$ cat config.mk
export PLATFORM = sky130hd
export DESIGN_NAME = uart_line_packer_flat
export DESIGN_NICKNAME = d
export VERILOG_FILES = /design/src/rtl/uart_line_packer_pkg.sv /design/src/rtl/uart_line_packer_if.sv /design/src/rtl/uart_line_packer_idle_timer.sv /design/src/rtl/uart_line_packer.sv /design/src/flat_wrapper.sv
export SDC_FILE = /design/constraint.sdc
export NUM_CORES = 1
export LEC_CHECK = 0
export ABC_CLOCK_PERIOD_IN_PS = 2800
export BUFFER_PORTS_ARGS = -buffer_cell sky130_fd_sc_hd__buf_4
export CAP_MARGIN = 20
export CORE_AREA = 3 3 252 180
export DETAILED_ROUTE_END_ITERATION = 10
export DIE_AREA = 0 0 255 183
export GPL_TIMING_DRIVEN = 0
export PLACE_DENSITY_LB_ADDON = 0.2
export SYNTH_ARGS = -nofsm -noshare
export SYNTH_HDL_FRONTEND = slang
export SYNTH_SLANG_ARGS = --single-unit
$ cat constraint.sdc
create_clock -name clk -period 2.8 [get_ports clk]
set_input_delay 0.7 -clock clk [delete_from_list [all_inputs] [get_ports clk]]
set_output_delay 0.7 -clock clk [all_outputs]
set_load 0.005 [all_outputs]
$ cat src/rtl/uart_line_packer_pkg.sv
// Shared DRAM line definitions for the UART write path: line geometry, address widths, FSM states.
// The MIG wrapper and the read-side separator use the same defaults.
package uart_line_packer_pkg;
  localparam int unsigned LINE_BYTES_DEF  = 64;
  localparam int unsigned LINE_W_DEF      = 8 * LINE_BYTES_DEF;
  localparam int unsigned TAG_W_DEF       = 18;
  localparam int unsigned INDEX_W_DEF     = 8;
  localparam int unsigned TIMEOUT_CYC_DEF = 1_000_000;

  typedef enum logic {
    FILL  = 1'b0,
    WRITE = 1'b1
  } state_t;
endpackage

$ cat src/rtl/uart_line_packer_if.sv
// Byte-in / line-write-out bundle between UART RX, the line packer and the MIG wrapper.
interface uart_line_packer_if
  import uart_line_packer_pkg::*;
#(
  parameter int unsigned LINE_W  = LINE_W_DEF,
  parameter int unsigned TAG_W   = TAG_W_DEF,
  parameter int unsigned INDEX_W = INDEX_W_DEF
);
  logic [7:0]         din;
  logic               din_valid;
  logic               write_L2_MEM;
  logic [LINE_W-1:0]  write_data_L2_MEM;
  logic [TAG_W-1:0]   tag_o;
  logic [INDEX_W-1:0] index_o;
  logic               ready_MEM_L2;
  logic               busy_o;
  logic               overflow_o;
  logic               timeout_o;
  logic [3:0]         lines_o;

  modport master (
    output din, din_valid, ready_MEM_L2,
    input  write_L2_MEM, write_data_L2_MEM, tag_o, index_o,
           busy_o, overflow_o, timeout_o, lines_o
  );

  modport slave (
    input  din, din_valid, ready_MEM_L2,
    output write_L2_MEM, write_data_L2_MEM, tag_o, index_o,
           busy_o, overflow_o, timeout_o, lines_o
  );
endinterface

$ cat src/rtl/uart_line_packer_idle_timer.sv
// Idle cycle counter: pulses expire on the TIMEOUT_CYC-th consecutive enabled cycle since clear.
module idle_timer #(
  parameter int unsigned TIMEOUT_CYC = 1_000_000
) (
  input  logic clk,
  input  logic rstn,
  input  logic clear,
  input  logic enable,
  output logic expire
);
  generate
    if (TIMEOUT_CYC == 0) begin : g_off
      assign expire = 1'b0;
    end else begin : g_on
      localparam int unsigned CW = $clog2(TIMEOUT_CYC + 1);
      localparam logic [CW-1:0] LIMIT = CW'(TIMEOUT_CYC - 1);

      logic [CW-1:0] cnt;

      // Expiry is decoded one count early so it fires in the cycle the count would reach the limit.
      assign expire = enable && (cnt == LIMIT);

      always_ff @(posedge clk or negedge rstn) begin
        if (!rstn) begin
          cnt <= '0;
        end else if (!enable || clear || expire) begin
          cnt <= '0;
        end else begin
          cnt <= cnt + CW'(1);
        end
      end
    end
  endgenerate
endmodule

$ cat src/rtl/uart_line_packer.sv
// Packs UART bytes MSB-first into DRAM lines and issues one write per full line, with
// auto-incrementing {tag,index} address, sticky drop/timeout flags and a line counter.
module uart_line_packer
  import uart_line_packer_pkg::*;
#(
  parameter int unsigned LINE_BYTES  = LINE_BYTES_DEF,
  parameter int unsigned TAG_W       = TAG_W_DEF,
  parameter int unsigned INDEX_W     = INDEX_W_DEF,
  parameter int unsigned TIMEOUT_CYC = TIMEOUT_CYC_DEF
) (
  input logic             clk,
  input logic             rstn,
  uart_line_packer_if.slave bus
);
  localparam int unsigned LINE_W = 8 * LINE_BYTES;
  localparam int unsigned CNT_W  = $clog2(LINE_BYTES);
  localparam int unsigned ADDR_W = TAG_W + INDEX_W;
  localparam logic [CNT_W-1:0] LAST = CNT_W'(LINE_BYTES - 1);

  state_t             state, state_nxt;
  logic [CNT_W-1:0]   count;
  logic [LINE_W-1:0]  line_buf;
  logic [ADDR_W-1:0]  addr;
  logic [3:0]         lines;
  logic               overflow, timeout;
  logic               store, drop, done, expire, timer_en;

  assign timer_en = (state == FILL) && (count != '0);

  idle_timer #(.TIMEOUT_CYC(TIMEOUT_CYC)) u_idle_timer (
    .clk    (clk),
    .rstn   (rstn),
    .clear  (bus.din_valid),
    .enable (timer_en),
    .expire (expire)
  );

  always_ff @(posedge clk or negedge rstn) begin
    if (!rstn) state <= FILL;
    else       state <= state_nxt;
  end

  always_comb begin
    state_nxt = state;
    store     = 1'b0;
    drop      = 1'b0;
    done      = 1'b0;
    unique case (state)
      FILL: begin
        store = bus.din_valid;
        // An expiring line restarts at byte 0, so the incoming byte can never complete it.
        if (store && !expire && (count == LAST)) state_nxt = WRITE;
      end
      WRITE: begin
        drop = bus.din_valid;
        if (bus.ready_MEM_L2) begin
          done      = 1'b1;
          state_nxt = FILL;
        end
      end
    endcase
  end

  // Shifting in at the bottom leaves byte 0 in the top lane once the line is full.
  always_ff @(posedge clk or negedge rstn) begin
    if (!rstn) begin
      count    <= '0;
      line_buf <= '0;
      addr     <= '0;
      lines    <= '0;
      overflow <= 1'b0;
      timeout  <= 1'b0;
    end else begin
      if (expire) begin
        timeout  <= 1'b1;
        count    <= store ? CNT_W'(1) : '0;
        line_buf <= store ? LINE_W'(bus.din) : '0;
      end else if (store) begin
        count    <= (count == LAST) ? '0 : count + CNT_W'(1);
        line_buf <= {line_buf[LINE_W-9:0], bus.din};
      end
      if (drop) overflow <= 1'b1;
      if (done) begin
        addr  <= addr + ADDR_W'(1);
        lines <= lines + 4'd1;
      end
    end
  end

  assign bus.write_L2_MEM      = (state == WRITE);
  assign bus.busy_o            = (state == WRITE);
  assign bus.write_data_L2_MEM = line_buf;
  assign bus.tag_o             = addr[ADDR_W-1 -: TAG_W];
  assign bus.index_o           = addr[INDEX_W-1:0];
  assign bus.overflow_o        = overflow;
  assign bus.timeout_o         = timeout;
  assign bus.lines_o           = lines;
endmodule

$ cat src/flat_wrapper.sv
// flat-port wrapper written by rule: the top's interface ports become plain ports
module uart_line_packer_flat import uart_line_packer_pkg::*;
#(
  parameter int unsigned LINE_BYTES  = LINE_BYTES_DEF,
  parameter int unsigned TAG_W       = TAG_W_DEF,
  parameter int unsigned INDEX_W     = INDEX_W_DEF,
  parameter int unsigned TIMEOUT_CYC = TIMEOUT_CYC_DEF
)
  (clk, rstn, bus_din, bus_din_valid, bus_ready_MEM_L2, bus_write_L2_MEM, bus_write_data_L2_MEM, bus_tag_o, bus_index_o, bus_busy_o, bus_overflow_o, bus_timeout_o, bus_lines_o);
  uart_line_packer_if #(.LINE_W((8 * (64))), .TAG_W(TAG_W), .INDEX_W(INDEX_W)) bus_i ();
  input logic clk;
  input logic rstn;
  input wire logic [$bits(bus_i.din)-1:0] bus_din;
  input wire logic [$bits(bus_i.din_valid)-1:0] bus_din_valid;
  input wire logic [$bits(bus_i.ready_MEM_L2)-1:0] bus_ready_MEM_L2;
  output wire logic [$bits(bus_i.write_L2_MEM)-1:0] bus_write_L2_MEM;
  output wire logic [$bits(bus_i.write_data_L2_MEM)-1:0] bus_write_data_L2_MEM;
  output wire logic [$bits(bus_i.tag_o)-1:0] bus_tag_o;
  output wire logic [$bits(bus_i.index_o)-1:0] bus_index_o;
  output wire logic [$bits(bus_i.busy_o)-1:0] bus_busy_o;
  output wire logic [$bits(bus_i.overflow_o)-1:0] bus_overflow_o;
  output wire logic [$bits(bus_i.timeout_o)-1:0] bus_timeout_o;
  output wire logic [$bits(bus_i.lines_o)-1:0] bus_lines_o;
  assign bus_i.din = bus_din;
  assign bus_i.din_valid = bus_din_valid;
  assign bus_i.ready_MEM_L2 = bus_ready_MEM_L2;
  assign bus_write_L2_MEM = bus_i.write_L2_MEM;
  assign bus_write_data_L2_MEM = bus_i.write_data_L2_MEM;
  assign bus_tag_o = bus_i.tag_o;
  assign bus_index_o = bus_i.index_o;
  assign bus_busy_o = bus_i.busy_o;
  assign bus_overflow_o = bus_i.overflow_o;
  assign bus_timeout_o = bus_i.timeout_o;
  assign bus_lines_o = bus_i.lines_o;
  uart_line_packer #(.LINE_BYTES(LINE_BYTES), .TAG_W(TAG_W), .INDEX_W(INDEX_W), .TIMEOUT_CYC(TIMEOUT_CYC)) u_core (.clk(clk), .rstn(rstn), .bus(bus_i));
endmodule
# Yosys cells after proc, flatten, opt, wreduce, memory -nomap -nowiden
# Cells that the tools add are included.
# W data, S select, Z words.
[classes] addsub=4 n_mul=0 div_mod_pow=0 n_lt_le_gt_ge=0 n_eq_ne=2 shift=0 muxes=15 bitwise_logic=1 reduce_logical=10
[ops] op="$mux W512" n=2
[ops] op="$add A26 B1 Y26 const B" n=1
[ops] op="$add A20 B1 Y20 const B" n=1
[ops] op="$eq A20 B20 Y1 const B" n=1
[ops] op="$mux W20" n=1
[ops] op="$mux W6" n=3
[ops] op="$mux W8" n=1
[ops] op="$mux W1" n=7
[ops] op="$add A6 B1 Y6 const B" n=1
[ops] op="$eq A6 B6 Y1 const B" n=1
[ops] op="$reduce_bool A6 Y1" n=1
[ops] op="$add A4 B1 Y4 const B" n=1
[ops] op="$logic_and A1 B1 Y1" n=4
[ops] op="$logic_not A1 Y1" n=2
[ops] op="$logic_or A1 B1 Y1" n=2
[ops] op="$pmux W1 S2" n=1
[ops] op="$reduce_bool A2 Y1" n=1
[ops] op="$not A1 Y1" n=1
[totals] reg_bits=571 latch_bits=0 mem_bits_rw=0 rom_bits=0 in_bits=12 output_inout_bits=546 wordCells=40 n_memories=0

# Longest topological paths before layout
[logic_depth] ltp_word=8 depth_mapped=8 depth_no_buf=6

# Hierarchy
# Synthesis repeated with hierarchy kept, for this count alone.
[unflattened] hier_cells=2491 area_unflattened_um2=23049.6
[by_module_without_submodules] mod="uart_line_packer" instances=1 cells_per_inst=2381 area_each_um2=22003.6 seq_area_each_um2=13788.2
[by_module_without_submodules] mod="idle_timer" instances=1 cells_per_inst=110 area_each_um2=1046.0 seq_area_each_um2=500.5

# Least setup slack after synthesis
# OpenSTA, ideal clock, no wires.
[synth_timing] kind="reg2reg" start="register u_core.u_idle_timer.g_on.cnt[0]" end="register u_core.count[2]" setup_time_ns=0.121 arrival_ns=2.037 t_required_ns=2.679 slack_ns=0.642 stages_incl_launch_ff=8 path_buffers=2 period_less_slack_ns=2.158 path_cell_list="dfrtp_1 -> ha_1 -> nand3_1 -> a2111oi_0 -> nor4b_4 -> buf_2 -> buf_2 -> nor2_1"
[synth_between] elab_chain_cells=3 elab_cells_between_ends=4 cone_classes="eq/ne: 1; mux: 1; reduce/logical: 2"
[synth_rtl] item="start: declaration" line="uart_line_packer_idle_timer.sv:18" source="logic [CW-1:0] cnt;"
[synth_rtl] item="start signal: assignment" line="uart_line_packer_idle_timer.sv:29" source="cnt <= cnt + CW'(1);"
[synth_rtl] item="$eq A20 B20 Y1 (*)" line="uart_line_packer_idle_timer.sv:21" source="assign expire = enable && (cnt == LIMIT);"
[synth_rtl] item="$logic_and A1 B1 Y1 (*)" line="uart_line_packer_idle_timer.sv:21"
[synth_rtl] item="$mux W6 or $reduce_bool A2 Y1 (tied branches)"
[synth_rtl] item="end signal: assignment" line="uart_line_packer.sv:76" source="count <= store ? CNT_W'(1) : '0;"
[synth_rtl] item="end signal: assignment" line="uart_line_packer.sv:79" source="count <= (count == LAST) ? '0 : count + CNT_W'(1);"
[synth_rtl] item="end: declaration" line="uart_line_packer.sv:21" source="logic [CNT_W-1:0] count;"
# Mark *: on every way between the ends. The rest lies on a longest branch, timed or not.
# A chain may end at the register's enable or synchronous reset.

# Worst setup path after layout
[layout_timing] start="register u_core.count[0]" end="register u_core.line_buf[483] (netlist: u_core.bus.write_data_L2_MEM[483])"
[layout_between] elab_chain_cells=4 elab_cells_between_ends=5 cone_classes="mux: 1; reduce/logical: 4"
[layout_rtl] item="$reduce_bool A6 Y1 (*)" line="uart_line_packer.sv:28" source="assign timer_en = (state == FILL) && (count != '0);"
[layout_rtl] item="$logic_and A1 B1 Y1 (*)" line="uart_line_packer.sv:28"
[layout_rtl] item="$logic_and A1 B1 Y1 (*)" line="uart_line_packer_idle_timer.sv:21"
[layout_rtl] item="$mux W512 or $reduce_bool A2 Y1 (tied branches)"
[layout_rtl] item="end signal: assignment" line="uart_line_packer.sv:77" source="line_buf <= store ? LINE_W'(bus.din) : '0;"
[layout_rtl] item="end signal: assignment" line="uart_line_packer.sv:80" source="line_buf <= {line_buf[LINE_W-9:0], bus.din};"
[layout_rtl] item="end: declaration" line="uart_line_packer.sv:22" source="logic [LINE_W-1:0] line_buf;"
# Marks and branches as above.

==> results.py <==
metrics = {
    "outcome": {
        "status": "finished, final reports clean",
    },
    "setup_path": {
        "critPathRequiredTime_ps": 3250,
        "critical_path.reg2reg.endpoint": "u_core.bus.write_data_L2_MEM[483]$_DFFE_PN0P_",
        "timing.critical_path.arrival_ps": 3030,
        "cp_cell_sequence": "inv_1, ha_1, nor4b_1, a2111oi_4, nor4b_4, buf_4, buf_2, buf_2, a21oi_1",
        "crit_path_max_incr_delay_ps": 410,
        "critPathMaxFanout": 10,
        "r2r_depth": 9,
        "critical-path-top-cell-by-count": "sky130_fd_sc_hd__buf_2",
        "timing.rr.start": "u_core.count[0]$_DFFE_PN0P_",
        "path_delay_family": "buffers and inverters",
        "ff2ff_setup_slack_ps": 220,
        "timing.critical_path.slowest_stage_cell": "sky130_fd_sc_hd__dfrtp_1",
        "critical_path.n_buffers_inverters": 4,
        "critical_path_class": "flip-flop to flip-flop",
        "timing.critical_path.to_type": "flip-flop",
        "cp-start-kind": "flip-flop",
    },
    "yosys": {
        "synth_top_flop_cell": "sky130_fd_sc_hd__dfrtp_1",
        "synthesis.instances": 2490,
        "synth.cells.most_frequent": "1049 x sky130_fd_sc_hd__nand2_1, 571 x sky130_fd_sc_hd__dfrtp_1, 512 x sky130_fd_sc_hd__a21oi_1",
        "synth.yosys.seq_area_share": 0.628,
        "ys_seq_elements": 571,
        "syn_area_per_cell_sq_um": 9.14,
        "number_of_enable_type_register_cells_in_the_synthesized_netlist": 0,
        "synth_cell_type_count": 40,
        "synth_area_leaders": "sky130_fd_sc_hd__dfrtp_1 63%, sky130_fd_sc_hd__nand2_1 17%, sky130_fd_sc_hd__a21oi_1 11%",
        "synth_area_sq_um": 22800,
        "syn-num-nets": 2507,
        "yosysWarnings": 0,
        "yosysMostFrequentCell": "sky130_fd_sc_hd__nand2_1",
        "yosys.area.top_type_share": 0.628,
        "library_cell_occupying_the_most_area_in_the_post_synthesis_netlist": "sky130_fd_sc_hd__dfrtp_1",
        "synth-async-reset-ratio": 1.00,
    },
    "routing": {
        "finalWirelength_mm": 71.7,
        "drc": 0,
        "detail_route.wl_per_cell_um": 19.3,
        "first_pass_iters": 5,
        "drt_iter0_markers": 1947,
        "detail_route.vias_per_cell": 5.52,
        "ant_nets": 0,
        "route.vias.total": 20500,
    },
    "floorplanning": {
        "die_area_sq_um": 46700,
        "die_w_um": 255,
        "fp.dieH_um": 183,
        "ports_placed_on_the_boundary": 558,
        "row_count": 64,
        "start_util": 0.526,
        "floorplan.core_area_sq_um": 43200,
    },
    "clocking": {
        "cts_max_level": 2,
        "cts_root_buffer": "sky130_fd_sc_hd__clkbuf_16",
        "clk_transition_reported_paths_ps": 60,
        "worst_skew_pair.late_latency_ps": 580,
        "tritoncts_num_sinks": 571,
        "tritoncts_clock_tree": "done",
        "cts_hold_buf": 0,
        "tritoncts.num_buffers": 53,
        "clk_path_buf_depth": 3,
    },
    "sta": {
        "max_freq_mhz": 388,
        "finalCriticalPeriod_ps": 2580,
        "max_slew_margin": 0.449,
        "tightestPinTransition_ps": 819,
        "layout_worst_path_cycle_share": 0.921,
        "clock-skew-final_ps": 19.0,
        "timing.final.hold_violations": 0,
        "report.final.setup_viol": 0,
        "maxSlewViolCount": 0,
        "postLayoutSetupSlackWorst_ps": 221,
        "tns_ps": 0,
        "rsz0062_at_grt": "no",
    },
    "grt": {
        "grt_use_total": 0.301,
        "overflow": 0,
        "grt_start_max_net_pins": 129,
        "first_pass_grt_wire_length_mm": 111,
        "grt_antenna_before_repair": 2,
        "first_global_vias": 19500,
    },
    "cells_and_area": {
        "post_route_cells_drive_above_1_share": 0.229,
        "finalNetCount": 3125,
        "stdcell_area_sq_um": 29600,
        "area_growth_syn_to_layout_pct": 30.2,
    },
    "pwr": {
        "power_density_nw_per_um2": 729,
        "leakage_nw": 14.4,
        "totalPowerFinal_mw": 21.6,
        "power.ir.vdd_worst_mv": 0.642,
    },
    "place": {
        "place.gp.congestion": 0.923,
        "dpl.hpwl_mm": 53.0,
        "io_buffers": 557,
        "place_ws_ps": -501,
        "placed_area_sq_um": 27800,
    },
    "run": {
        "cap_viol_max_count": 0,
    },
    "hold_path": {
        "hp_class": "primary input to async pin",
    },
}
[worst max-delay path by stage]
stage                     slack, ps                                       from  cells past startpoint                                            end
after global placement        -4910                                       rstn                      1  u_core.bus.write_data_L2_MEM[252]$_DFFE_PN0P_
final                           220                u_core.count[0]$_DFFE_PN0P_                      9  u_core.bus.write_data_L2_MEM[483]$_DFFE_PN0P_
after CTS                        50                u_core.bus.busy_o$_DFF_PN0_                      7  u_core.bus.write_data_L2_MEM[506]$_DFFE_PN0P_
after floorplan                 640  u_core.u_idle_timer.g_on.cnt[0]$_DFF_PN0_                      7                    u_core.count[2]$_DFFE_PN0P_
after global routing             30                u_core.bus.busy_o$_DFF_PN0_                      6                    u_core.count[1]$_DFFE_PN0P_
after detailed placement       -500  u_core.u_idle_timer.g_on.cnt[0]$_DFF_PN0_                      6    u_core.bus.write_data_L2_MEM[6]$_DFFE_PN0P_
[routing by layer]
layer / part of all wire / vias to the layer above / track usage
met2: 0.45 / 805 / 0.455
li1: - / 9332 / -
met1: 0.42 / 10200 / 0.422
met3: 0.077 / 200 / 0.0602
met5: 0 / - / 0
met4: 0.056 / 0 / 0.142
[timing repair]
item,4_1_cts,5_1_grt
gates resized for setup,3,6
setup buffers,2,0
pin swaps,0,0
setup endpoints to repair,520,454
[kinds of logic after synthesis]
group	count (synthesis)	synth area share
multiplexers	2	0.000989
adder cells (fa/ha/maj)	5	0.00275
AND/OR/NAND/NOR	1147	0.198
buffers and inverters	188	0.0353
XOR/XNOR	43	0.0165
AO/OA/AOI/OAI	534	0.119
flip-flops	571	0.628
[sequential cells by signal, indices dropped and copies added, names as in the netlist]
register                      flops
u_core.addr                      26
u_core.bus.busy_o                 1
u_core.bus.lines_o                4
u_core.bus.overflow_o             1
u_core.bus.timeout_o              1
u_core.bus.write_data_L2_MEM    512
u_core.count                      6
u_core.u_idle_timer.g_on.cnt     20
[layout by cell type, fill, tap and decap left out, types with 8 or more instances in the layout]
master | netlist | layout
sky130_fd_sc_hd__a21oi_1 | 512 | 512
sky130_fd_sc_hd__buf_4 | 11 | 569
sky130_fd_sc_hd__inv_1 | 8 | 8
sky130_fd_sc_hd__clkbuf_16 | 0 | 55
sky130_fd_sc_hd__nor2_1 | 26 | 26
sky130_fd_sc_hd__buf_2 | 46 | 47
sky130_fd_sc_hd__clkbuf_8 | 0 | 13
sky130_fd_sc_hd__nand2_1 | 1049 | 1049
sky130_fd_sc_hd__nand3_1 | 14 | 13
sky130_fd_sc_hd__o21ai_0 | 10 | 10
sky130_fd_sc_hd__nor4_1 | 8 | 8
sky130_fd_sc_hd__nand4_1 | 18 | 18
sky130_fd_sc_hd__clkinv_2 | 0 | 10
sky130_fd_sc_hd__dfrtp_1 | 571 | 571
sky130_fd_sc_hd__clkbuf_1 | 123 | 129
sky130_fd_sc_hd__xnor2_1 | 37 | 37
[layout make-up]
type	instances	area [sq um]
inverter	8	30.0
tap	561	702
sequential	571	14300
multi-input combinational	1731	7700
antenna	2	5.00
clock inverter	18	226
fill	3413	13600
buffer	179	774
clock buffer	78	1590
timing repair buffer	564	4320
[stage by stage]
stage | util | std cells | hold slack (ps)
finish | 0.685 | 3712 | 159
global route | 0.685 | 3712 | 200
CTS | 0.685 | 3711 | 192
detailed placement | 0.642 | 3613 | 454
global placement | 0.639 | 3608 | 444
floorplan | - | 2490 | 404
[power by group]
| group | leakage, nW | internal (mW) | switching (mW) | total (mW) |
|---|---|---|---|---|
| combinational | 5.63 | 1.80 | 2.00 | 3.80 |
| sequential | 7.83 | 9.26 | 1.00 | 10.3 |
| clock | 0.906 | 4.40 | 3.15 | 7.55 |
| total | 14.4 | 15.5 | 6.15 | 21.6 |
Power figures use the tool's default switching activity.
